`src/rtl/instr_fetch_pkg.sv`:
```
// Shared types and constants for the instruction fetch unit and its branch-target table.
package definitions;

   typedef enum logic [1:0] {
      IDLE   = 2'd0,
      RUN    = 2'd1,
      HALTED = 2'd2
   } fetch_state_t;

   localparam int DEF_INSTR_W = 9;
   localparam int DEF_PC_W    = 10;

   // Bit range of an instruction that selects its branch-table entry
   localparam int BR_IDX_MSB = 5;
   localparam int BR_IDX_LSB = 2;
   localparam int BR_IDX_W   = BR_IDX_MSB - BR_IDX_LSB + 1;

endpackage

```
`src/rtl/instr_fetch_branch_lut.sv`:
```
// Branch-target table: register file with one synchronous write port,
// one combinational read port and an asynchronous active-low clear.
module branch_lut
   import definitions::*;
#(
   parameter int LUT_AW = 4,
   parameter int PC_W   = DEF_PC_W
) (
   input  logic              clk,
   input  logic              rst_n,
   input  logic              we,
   input  logic [LUT_AW-1:0] waddr,
   input  logic [PC_W-1:0]   wdata,
   input  logic [LUT_AW-1:0] raddr,
   output logic [PC_W-1:0]   rdata
);

   localparam int DEPTH = 1 << LUT_AW;

   logic [PC_W-1:0] entry_reg [DEPTH];
   logic [DEPTH-1:0] hit;

   for (genvar gi = 0; gi < DEPTH; gi++) begin : g_decode
      assign hit[gi] = we && (waddr == LUT_AW'(gi));
   end

   always_ff @(posedge clk or negedge rst_n) begin
      if (!rst_n) begin
         for (int i = 0; i < DEPTH; i++) begin
            entry_reg[i] <= '0;
         end
      end else begin
         for (int i = 0; i < DEPTH; i++) begin
            if (hit[i]) begin
               entry_reg[i] <= wdata;
            end
         end
      end
   end

   // Read sees the pre-edge contents, so a same-cycle write is not forwarded
   assign rdata = entry_reg[raddr];

endmodule

```
`src/rtl/instr_fetch.sv`:
```
// Instruction fetch and sequencing: owns the PC, registers one instruction per
// cycle onto OPCODE, redirects on taken branches and stops on halt.
module instr_fetch
   import definitions::*;
#(
   parameter int              PC_W     = DEF_PC_W,
   parameter int              INSTR_W  = DEF_INSTR_W,
   parameter int              LUT_AW   = 4,
   parameter logic [PC_W-1:0] START_PC = '0
) (
   input  logic               CLK,
   input  logic               RST_N,
   input  logic               START,
   output logic [PC_W-1:0]    IMEM_ADDR,
   input  logic [INSTR_W-1:0] IMEM_DATA,
   output logic [INSTR_W-1:0] OPCODE,
   output logic               VALID,
   input  logic               BRANCH,
   input  logic               TAKEN,
   input  logic               HALT,
   input  logic               LUT_WE,
   input  logic [LUT_AW-1:0]  LUT_WADDR,
   input  logic [PC_W-1:0]    LUT_WDATA,
   output logic [PC_W-1:0]    PC,
   output logic               DONE
);

   fetch_state_t        state_reg;
   logic [PC_W-1:0]     pc_reg;
   logic [INSTR_W-1:0]  instr_reg;
   logic                valid_reg;
   logic                done_reg;

   logic [LUT_AW-1:0]   lut_raddr;
   logic [PC_W-1:0]     lut_target;
   logic                halt_fire;
   logic                branch_fire;

   // Decoder flags only mean something when they describe a live instruction
   assign halt_fire   = valid_reg && HALT;
   assign branch_fire = valid_reg && BRANCH && TAKEN;
   assign lut_raddr   = LUT_AW'(instr_reg[BR_IDX_MSB:BR_IDX_LSB]);

   branch_lut #(
      .LUT_AW (LUT_AW),
      .PC_W   (PC_W)
   ) u_branch_lut (
      .clk   (CLK),
      .rst_n (RST_N),
      .we    (LUT_WE),
      .waddr (LUT_WADDR),
      .wdata (LUT_WDATA),
      .raddr (lut_raddr),
      .rdata (lut_target)
   );

   always_ff @(posedge CLK or negedge RST_N) begin
      if (!RST_N) begin
         state_reg <= IDLE;
         pc_reg    <= '0;
         instr_reg <= '0;
         valid_reg <= 1'b0;
         done_reg  <= 1'b0;
      end else begin
         case (state_reg)
            IDLE, HALTED: begin
               if (START) begin
                  state_reg <= RUN;
                  pc_reg    <= START_PC;
                  valid_reg <= 1'b0;
                  done_reg  <= 1'b0;
               end
            end
            RUN: begin
               if (halt_fire) begin
                  // PC stays one past the halt; the fetch in flight is dropped
                  state_reg <= HALTED;
                  valid_reg <= 1'b0;
                  done_reg  <= 1'b1;
               end else if (branch_fire) begin
                  pc_reg    <= lut_target;
                  instr_reg <= IMEM_DATA;
                  valid_reg <= 1'b0;
               end else begin
                  pc_reg    <= pc_reg + PC_W'(1);
                  instr_reg <= IMEM_DATA;
                  valid_reg <= 1'b1;
               end
            end
            default: begin
               state_reg <= IDLE;
               valid_reg <= 1'b0;
            end
         endcase
      end
   end

   assign IMEM_ADDR = pc_reg;
   assign PC        = pc_reg;
   assign OPCODE    = instr_reg;
   assign VALID     = valid_reg;
   assign DONE      = done_reg;

endmodule

```
`config.mk`:
```
export PLATFORM = sky130hd
export DESIGN_NAME = instr_fetch
export DESIGN_NICKNAME = d
export VERILOG_FILES = /design/src/rtl/instr_fetch_pkg.sv /design/src/rtl/instr_fetch_branch_lut.sv /design/src/rtl/instr_fetch.sv
export SDC_FILE = /design/constraint.sdc
export NUM_CORES = 1
export LEC_CHECK = 0
export CAP_MARGIN = 30
export CELL_PAD_IN_SITES_DETAIL_PLACEMENT = 0
export CELL_PAD_IN_SITES_GLOBAL_PLACEMENT = 1
export CORE_MARGIN = 8
export CORE_UTILIZATION = 25
export DETAILED_ROUTE_END_ITERATION = 12
export DONT_BUFFER_PORTS = 1
export PLACE_DENSITY_LB_ADDON = 0.1
export SYNTH_ARGS = -nofsm -noshare
export SYNTH_HDL_FRONTEND = slang
export SYNTH_SLANG_ARGS = --single-unit
```
`constraint.sdc`:
```
create_clock -name CLK -period 1.9 [get_ports CLK]
set_input_delay 0.19 -clock CLK [delete_from_list [all_inputs] [get_ports CLK]]
set_output_delay 0.19 -clock CLK [all_outputs]
set_load 0.02 [all_outputs]
```
==> flow_summary.ini, run 1 <==
[status]
status = finished with violations
violations = negative hold slack

[floorplanning]
die-area_mm2 = 0.0409
coreArea_mm2 = 0.0344
ios = 61
start_util_pct = 25.2
rows = 68
die_h_um = 202
die_w_um = 202

[yosys]
seq_area_frac_synth_pct = 52.9
yosys_warnings = 0
ys_types = 51
synthCells = 629
async_flop_share_pct = 100
syn_nets = 660
syn_area_per_cell_um2 = 13.8
ys_ff_latch = 183
synth_edf_count = 0
synth_area_mm2 = 0.00866
synth_ff_type = dfrtp_1

[setup_path]
r2r-end = IMEM_ADDR[9]
cp_data_arrival_time_ns = 2.13
r2r_slack_ns = 0.08
r2r-start = OPCODE[2]
reg2reg_depth = 5
cp-end-kind = register
startpoint_type = register
crit_required_ns = 2.22
crit_fanout = 17
crit_type = register to register

[clock_tree]
cts_made_buffers = 17
htreeDepth = 4
cts_sinks = 183
worstSkewPairLatency_ns = 0.45
clk_path_buf_depth = 2
cts_root_buf = clkbuf_16
cts_tree = done
path_clk_slew_ns = 0.07
holdBufCountCts = 22

[global_route]
grt_pass1_wl_um = 41400
grt_max_degree = 184
antenna_found_initial = 1
grt_busiest_layer = met2
grtUsageTotal_pct = 13.8
use_met2_pct = 20.7
met3_usage_pct = 3.46
globalRouteMet1Util_pct = 19.7
grt_remaining_overflow = 0
grt_pass1_vias = 5942

[placed_design]
dp_cells = 1099
dp_hpwl_um = 18400
gp_congestion = 0.747
placed_area_mm2 = 0.00956
portBuffers = 0

[final_layout]
final_common_cell = dfrtp_1
multi_input_area_mm2 = 0.00377
final_core_util_pct = 30.2
final_cell_area_mm2 = 0.0104
area_growth_pct = 19.8
fin_cells = 1157
layout_common_cells = 181 x dfrtp_1, 164 x mux2_2, 60 x buf_4, 35 x mux2i_1, 32 x nand2_1
final_nets = 720
drive_gt1_share_pct = 42.0
n_antenna_cell = 0
fillCellCount = 3499
regArea_mm2 = 0.00458
largest_reg_flops = 160

[pwr]
pwr-share-clk_pct = 24.3
ir_drop_mv = 0.704
intPower_w = 0.00946
combPwrFrac_pct = 36.7
p_per_area_mw_per_mm2 = 1400
p_total_w = 0.0146
power_switching_w = 0.00512
sw_frac_of_total_pct = 35.1
seq_power_share_pct = 39.0
power_leakage_nw = 4.40

[detailed_routing]
detail_route.first_pass.iterations = 4
drtIter0Drc = 315
wire_per_inst_um = 23.7
num_vias = 5461
route.detailed.drc = 0
vias_per_cell = 4.72
drtAntennaViolNets = 0
routed_wl_um = 27400

[timing]
rsz0062_at_grt = false
tns_ns = 0
setup_violations = 0
slew_headroom_pct = 57.6
hold_slack_ns = -0.561
fin_worst_skew_ns = 0.0144
min_period_over_period_pct = 95.6
timing.fmax_ghz = 0.551
hold_violations = 183
period_needed_ns = 1.82
drv_slew = 0
tightest_slew_ns = 0.633

[worst_hold_path]
min-delay-path-class = primary input to asynchronous set/reset pin

[job]
drv_cap = 0
[worst max-delay path by stage]
stage	start	endpoint	slack [ns]	cells after the start
floorplan	OPCODE[2]	IMEM_ADDR[9]	0.1	6
finish	OPCODE[2]	IMEM_ADDR[9]	0.08	5
global route	OPCODE[3]	IMEM_ADDR[9]	0.01	7
CTS	OPCODE[3]	IMEM_ADDR[9]	0.08	6
global placement	OPCODE[3]	IMEM_ADDR[9]	0.02	6
detailed placement	OPCODE[3]	IMEM_ADDR[9]	0.003	6
[power by group through the flow]
stage          sequential (W)  combinational (W)  clock (W)
5_1_grt               0.00581            0.00584    0.00382
3_5_place_dp          0.00577            0.00526          0
2_1_floorplan         0.00561            0.00345          0
6_report              0.00568            0.00535    0.00354
3_3_place_gp          0.00574            0.00522          0
4_1_cts               0.00568            0.00544    0.00366
[cell type report]
| cell class | instances | area share (%) |
|---|---|---|
| Sequential cell | 183 | 44.2 |
| Multi-Input combinational cell | 387 | 36.3 |
| Timing Repair Buffer | 91 | 8.20 |
| Tap cell | 455 | 5.49 |
| Clock buffer | 18 | 4.14 |
| Clock inverter | 14 | 1.35 |
| Inverter | 9 | 0.326 |
[metal layers]
metal  vias up  wire, um
met5         -         0
met4         0       240
met2       100     12100
li1       2441         -
met3        18      1260
met1      2902     13800
[critical path, stage by stage, from the launching register on]
cell and delay [ns]:
dfrtp_1 0.41, buf_12 0.20, mux4_1 0.60, mux2_2 0.30, nand3_2 0.08, o2111ai_2 0.09
[per-stage QoR]
step                      worst slack [ns]  hold WS, ns
after CTS                           0.0817       -0.585
after detailed placement           0.00348      -0.0909
after global placement              0.0246      -0.0922
after global routing               0.00963       -0.586
after floorplan                     0.0968       -0.106
final                               0.0835       -0.561
[synth_stat cells (all sizes together), types with 5 or more instances]
| cell | count | area [um^2] |
|---|---|---|
| o21ai | 5 | 25.0 |
| mux2i | 35 | 350 |
| buf | 36 | 234 |
| clkbuf | 14 | 52.6 |
| nand3 | 12 | 65.1 |
| nand2b | 7 | 43.8 |
| mux4 | 23 | 544 |
| a22oi | 13 | 97.6 |
| inv | 9 | 33.8 |
| nand4 | 11 | 68.8 |
| nand3b | 7 | 52.6 |
| dfrtp | 183 | 4580 |
| a21oi | 8 | 40.0 |
| nand2 | 32 | 120 |
| nor2 | 16 | 82.6 |
| mux2 | 166 | 1870 |
[logic make-up (layout without fill, tap and decap cells)]
group | after synthesis | after routing | synth area share, %
muxes | 224 | 224 | 31.9
adders and majority gates | 1 | 1 | 0.144
AOI/OAI and AO/OA | 50 | 50 | 4.26
and+or+nand+nor | 112 | 112 | 7.15
DFF | 183 | 183 | 52.9
buffers and inverters | 59 | 132 | 3.70
[repair_timing]
| action | in CTS | in global routing |
|---|---|---|
| gates resized for setup | 0 | 1 |
| setup buffers | 3 | 1 |
| gates cloned | 0 | 0 |
| endpoints found under the hold margin | 355 | 183 |
| setup endpoints to repair | 1 | 2 |
Power figures use the tool's default switching activity.
==> run 2, diff against run 1 <==
- CORE_UTILIZATION: 25 -> 39
- PLACE_DENSITY: default -> 0.62
- PLACE_DENSITY_LB_ADDON: 0.1 -> default
- RECOVER_POWER: default -> 100
==> flow_summary.ini, run 2 (same netlist as run 1, synthesis figures left out) <==
[setup_path]
cp_top_family = multiplexers
cpPeakStageDelay_ns = 0.60
crit_type = register to register
startpoint_type = register
crit_fanout = 18
crit_required_ns = 2.20
cp_data_arrival_time_ns = 2.14
crit_chain = buf_6 -> mux4_1 -> mux2_2 -> nand3_1 -> o211ai_1
cp-end-kind = register
path_buf_inv = 1
worst_path_max_delay_cell = mux4_1

[final_layout]
drive_gt1_share_pct = 40.2
layout_common_cells = 181 x dfrtp_1, 164 x mux2_2, 43 x buf_4, 34 x mux2i_1, 32 x nand2_1
final_core_util_pct = 45.8
fillCellCount = 1976
final_common_cell = dfrtp_1
multi_input_area_mm2 = 0.00378
area_growth_pct = 15.5
largest_reg_flops = 160
n_antenna_cell = 0
regArea_mm2 = 0.00458
final_nets = 714
final_cell_area_mm2 = 0.0100

[timing]
period_needed_ns = 1.84
timing.final.ws_setup_ns = 0.0569
hold_slack_ns = -0.556
drv_slew = 0
timing.fmax_ghz = 0.543
setup_violations = 0
fin_worst_skew_ns = 0.00822
tightest_slew_ns = 1.07
min_period_over_period_pct = 97.0
rsz0062_at_grt = false
slew_headroom_pct = 28.5
hold_violations = 183

[floorplanning]
die_w_um = 165
coreArea_mm2 = 0.0218
die_h_um = 165
start_util_pct = 39.7
ios = 61
rows = 54
die-area_mm2 = 0.0272

[placed_design]
place_ws_ns = -0.0535
dp_hpwl_um = 15000
portBuffers = 0
gp_congestion = 0.813
placed_area_mm2 = 0.00921

[clock_tree]
cts_sinks = 183
cts_root_buf = clkbuf_16
htreeDepth = 4
cts_tree = done
holdBufCountCts = 22
clk_path_buf_depth = 2
path_clk_slew_ns = 0.07
cts_made_buffers = 17
worstSkewPairLatency_ns = 0.43

[worst_hold_path]
min-delay-path-class = primary input to asynchronous set/reset pin

[detailed_routing]
drtAntennaViolNets = 0
num_vias = 5496
routed_wl_um = 22900
wire_per_inst_um = 23.5
vias_per_cell = 5.63
drtIter0Drc = 447
route.detailed.drc = 0
detail_route.first_pass.iterations = 4

[global_route]
grt_remaining_overflow = 0
grt_max_degree = 184
grtUsageTotal_pct = 17.5
grt_pass1_wl_um = 35300
grt_pass1_vias = 5724
antenna_found_initial = 1

[status]
status = finished with violations
violations = negative hold slack

[pwr]
p_total_w = 0.0140
ir_drop_mv = 0.623
power_leakage_nw = 4.30
p_per_area_mw_per_mm2 = 1400

[job]
drv_cap = 0
[run 2: area by class of cell]
class,instances,area share (%)
flip-flops and latches,183,45.8
multi-input cells,387,37.8
repair buffers,85,6.99
clock buffers,20,4.66
well taps,280,3.50
clock inverters,12,0.925
inverters,9,0.338
[run 2: per-stage QoR]
step | instances | TNS (ns)
after global routing | 976 | 0
after global placement | 916 | -0.0252
after floorplan | 629 | 0
after CTS | 970 | 0
final | 976 | 0
after detailed placement | 916 | -0.0535
[run 2: path summary, 6_finish.rpt]
path,slack (ns),from,cells past startpoint,end
worst max register to register,0.06,OPCODE[2],5,IMEM_ADDR[7]
worst min-delay path,-0.56,RST_N,0,u_branch_lut.entry_reg[92]
max in group asynchronous,2.24,RST_N,0,u_branch_lut.entry_reg[111]
min in group CLK,0.14,HALT,4,IMEM_ADDR[2]
worst min register to register,0.49,u_branch_lut.entry_reg[147],1,u_branch_lut.entry_reg[147]
worst max-delay path,0.06,OPCODE[2],5,IMEM_ADDR[7]
[run 2: what timing repair did]
action / CTS / global route
hold endpoints to repair: 355 / 183
cloned: 0 / 0
endpoints found under the setup margin: 1 / 4
setup buffers: 0 / 6
gates resized for setup: 2 / 1
[run 2: layer usage]
metal  part of all wire (%)  global-route usage, %  wire [um]
met1                     46                   24.1      10500
met2                     45                   26.5      10400
met3                    7.4                   5.16       1690
met4                    1.5                   4.95        347
met5                  0.057                      0         13
[run 2: power breakdown]
group | switching, W | internal [W] | leakage (nW)
Sequential | 0.000692 | 0.00490 | 2.25
Clock | 0.00156 | 0.00179 | 0.265
Combinational | 0.00253 | 0.00250 | 1.78
Total | 0.00478 | 0.00919 | 4.30
==> run 3, diff against run 2 <==
- CORE_MARGIN: 8 -> default
==> flow_summary.ini, run 3 (same netlist as run 1, synthesis figures left out) <==
[detailed_routing]
num_vias = 5368
drtIter0Drc = 277
detail_route.first_pass.iterations = 4
wire_per_inst_um = 22.9
routed_wl_um = 22200
vias_per_cell = 5.55
drtAntennaViolNets = 0
route.detailed.drc = 0

[global_route]
antenna_found_initial = 1
grt_max_degree = 184
grt_pass1_wl_um = 33900
grt_pass1_vias = 5596
grtUsageTotal_pct = 20.6
grt_remaining_overflow = 0

[final_layout]
final_nets = 704
fillCellCount = 1959
largest_reg_flops = 160
drive_gt1_share_pct = 38.5
final_cell_area_mm2 = 0.00996
layout_common_cells = 181 x dfrtp_1, 163 x mux2_2, 35 x mux2i_1, 32 x nand2_1, 31 x buf_4
area_growth_pct = 14.9
final_common_cell = dfrtp_1

[floorplanning]
coreArea_mm2 = 0.0218
die-area_mm2 = 0.0228
rows = 54
start_util_pct = 39.7
ios = 61
die_w_um = 151
die_h_um = 151

[setup_path]
crit_fanout = 12
crit_required_ns = 2.25
worst_path_max_delay_cell = dfrtp_2
r2r-start = OPCODE[3]
startpoint_type = register
path_buf_inv = 1
critPathLaunch = OPCODE[3]
cpPeakStageDelay_ns = 0.52
cp_data_arrival_time_ns = 2.11
cp_top_family = flip-flops
cp-end-kind = register
crit_chain = buf_12 -> or3b_2 -> o221ai_1 -> a2111oi_0 -> a21oi_1
crit_type = register to register

[job]
drv_cap = 0

[timing]
period_needed_ns = 1.76
drv_slew = 0
timing.final.ws_setup_ns = 0.138
setup_violations = 0
tightest_slew_ns = 1.08
slew_headroom_pct = 27.8
hold_violations = 183
timing.fmax_ghz = 0.568
min_period_over_period_pct = 92.7
hold_slack_ns = -0.537
rsz0062_at_grt = false
tns_ns = 0
fin_worst_skew_ns = 0.00556

[pwr]
combPwrFrac_pct = 34.3
pwr-share-clk_pct = 25.7
ir_drop_mv = 0.504
p_per_area_mw_per_mm2 = 1410
seq_power_share_pct = 40.0
power_switching_w = 0.00473
intPower_w = 0.00930
p_total_w = 0.0140
power_leakage_nw = 4.27
sw_frac_of_total_pct = 33.7

[clock_tree]
htreeDepth = 4
cts_made_buffers = 17
holdBufCountCts = 22
worstSkewPairLatency_ns = 0.43
cts_tree = done
cts_setup_buffers = 0
clk_path_buf_depth = 2
path_clk_slew_ns = 0.07
cts_root_buf = clkbuf_16
cts.repair.resized = 0
cts_sinks = 183

[status]
status = finished with violations
violations = negative hold slack

[worst_hold_path]
min-delay-path-class = primary input to asynchronous set/reset pin

[placed_design]
dp_hpwl_um = 14400
gp_congestion = 0.820
place_ws_ns = 0.162
portBuffers = 0
placed_area_mm2 = 0.00920
## run 3: path summary, 6_finish.rpt
| kind | endpoint | depth (start not counted) | slack, ns |
|---|---|---|---|
| max reg2reg | IMEM_ADDR[5] | 5 | 0.14 |
| max in group asynchronous | u_branch_lut.entry_reg[0] | 0 | 2.04 |
| min in group CLK | IMEM_ADDR[4] | 4 | 0.19 |
| max | IMEM_ADDR[5] | 5 | 0.14 |
| min | u_branch_lut.entry_reg[123] | 0 | -0.54 |
| min reg2reg | u_branch_lut.entry_reg[147] | 1 | 0.50 |
## run 3: area by class of cell
type	count	area, um^2	share of cell area, %
Clock inverter	14	159	1.60
Multi-Input combinational cell	387	3770	37.9
Clock buffer	18	439	4.41
Tap cell	280	350	3.52
Timing Repair Buffer	75	622	6.24
Sequential cell	183	4580	46.0
Inverter	9	33.8	0.339
Antenna cell	1	2.50	0.0251
## run 3: per-stage QoR
stage | cells | utilization (%)
CTS | 966 | 45.9
finish | 967 | 45.6
floorplan | 629 | -
global route | 967 | 45.6
global placement | 912 | 42.1
detailed placement | 912 | 42.1
## run 3: layer usage
| metal | track usage (%) | routed length (um) | up-vias |
|---|---|---|---|
| li1 | - | - | 2415 |
| met3 | 4.04 | 1020 | 21 |
| met1 | 28.5 | 10500 | 2815 |
| met2 | 32.4 | 10300 | 117 |
| met5 | 0 | 0 | - |
| met4 | 6.80 | 321 | 0 |
## run 3: power by group through the flow
stage | clock network, W | logic (W) | registers [W]
floorplan | 0 | 0.00345 | 0.00561
global placement | 0 | 0.00477 | 0.00565
detailed placement | 0 | 0.00484 | 0.00569
CTS | 0.00370 | 0.00496 | 0.00562
global route | 0.00385 | 0.00521 | 0.00575
finish | 0.00360 | 0.00482 | 0.00562
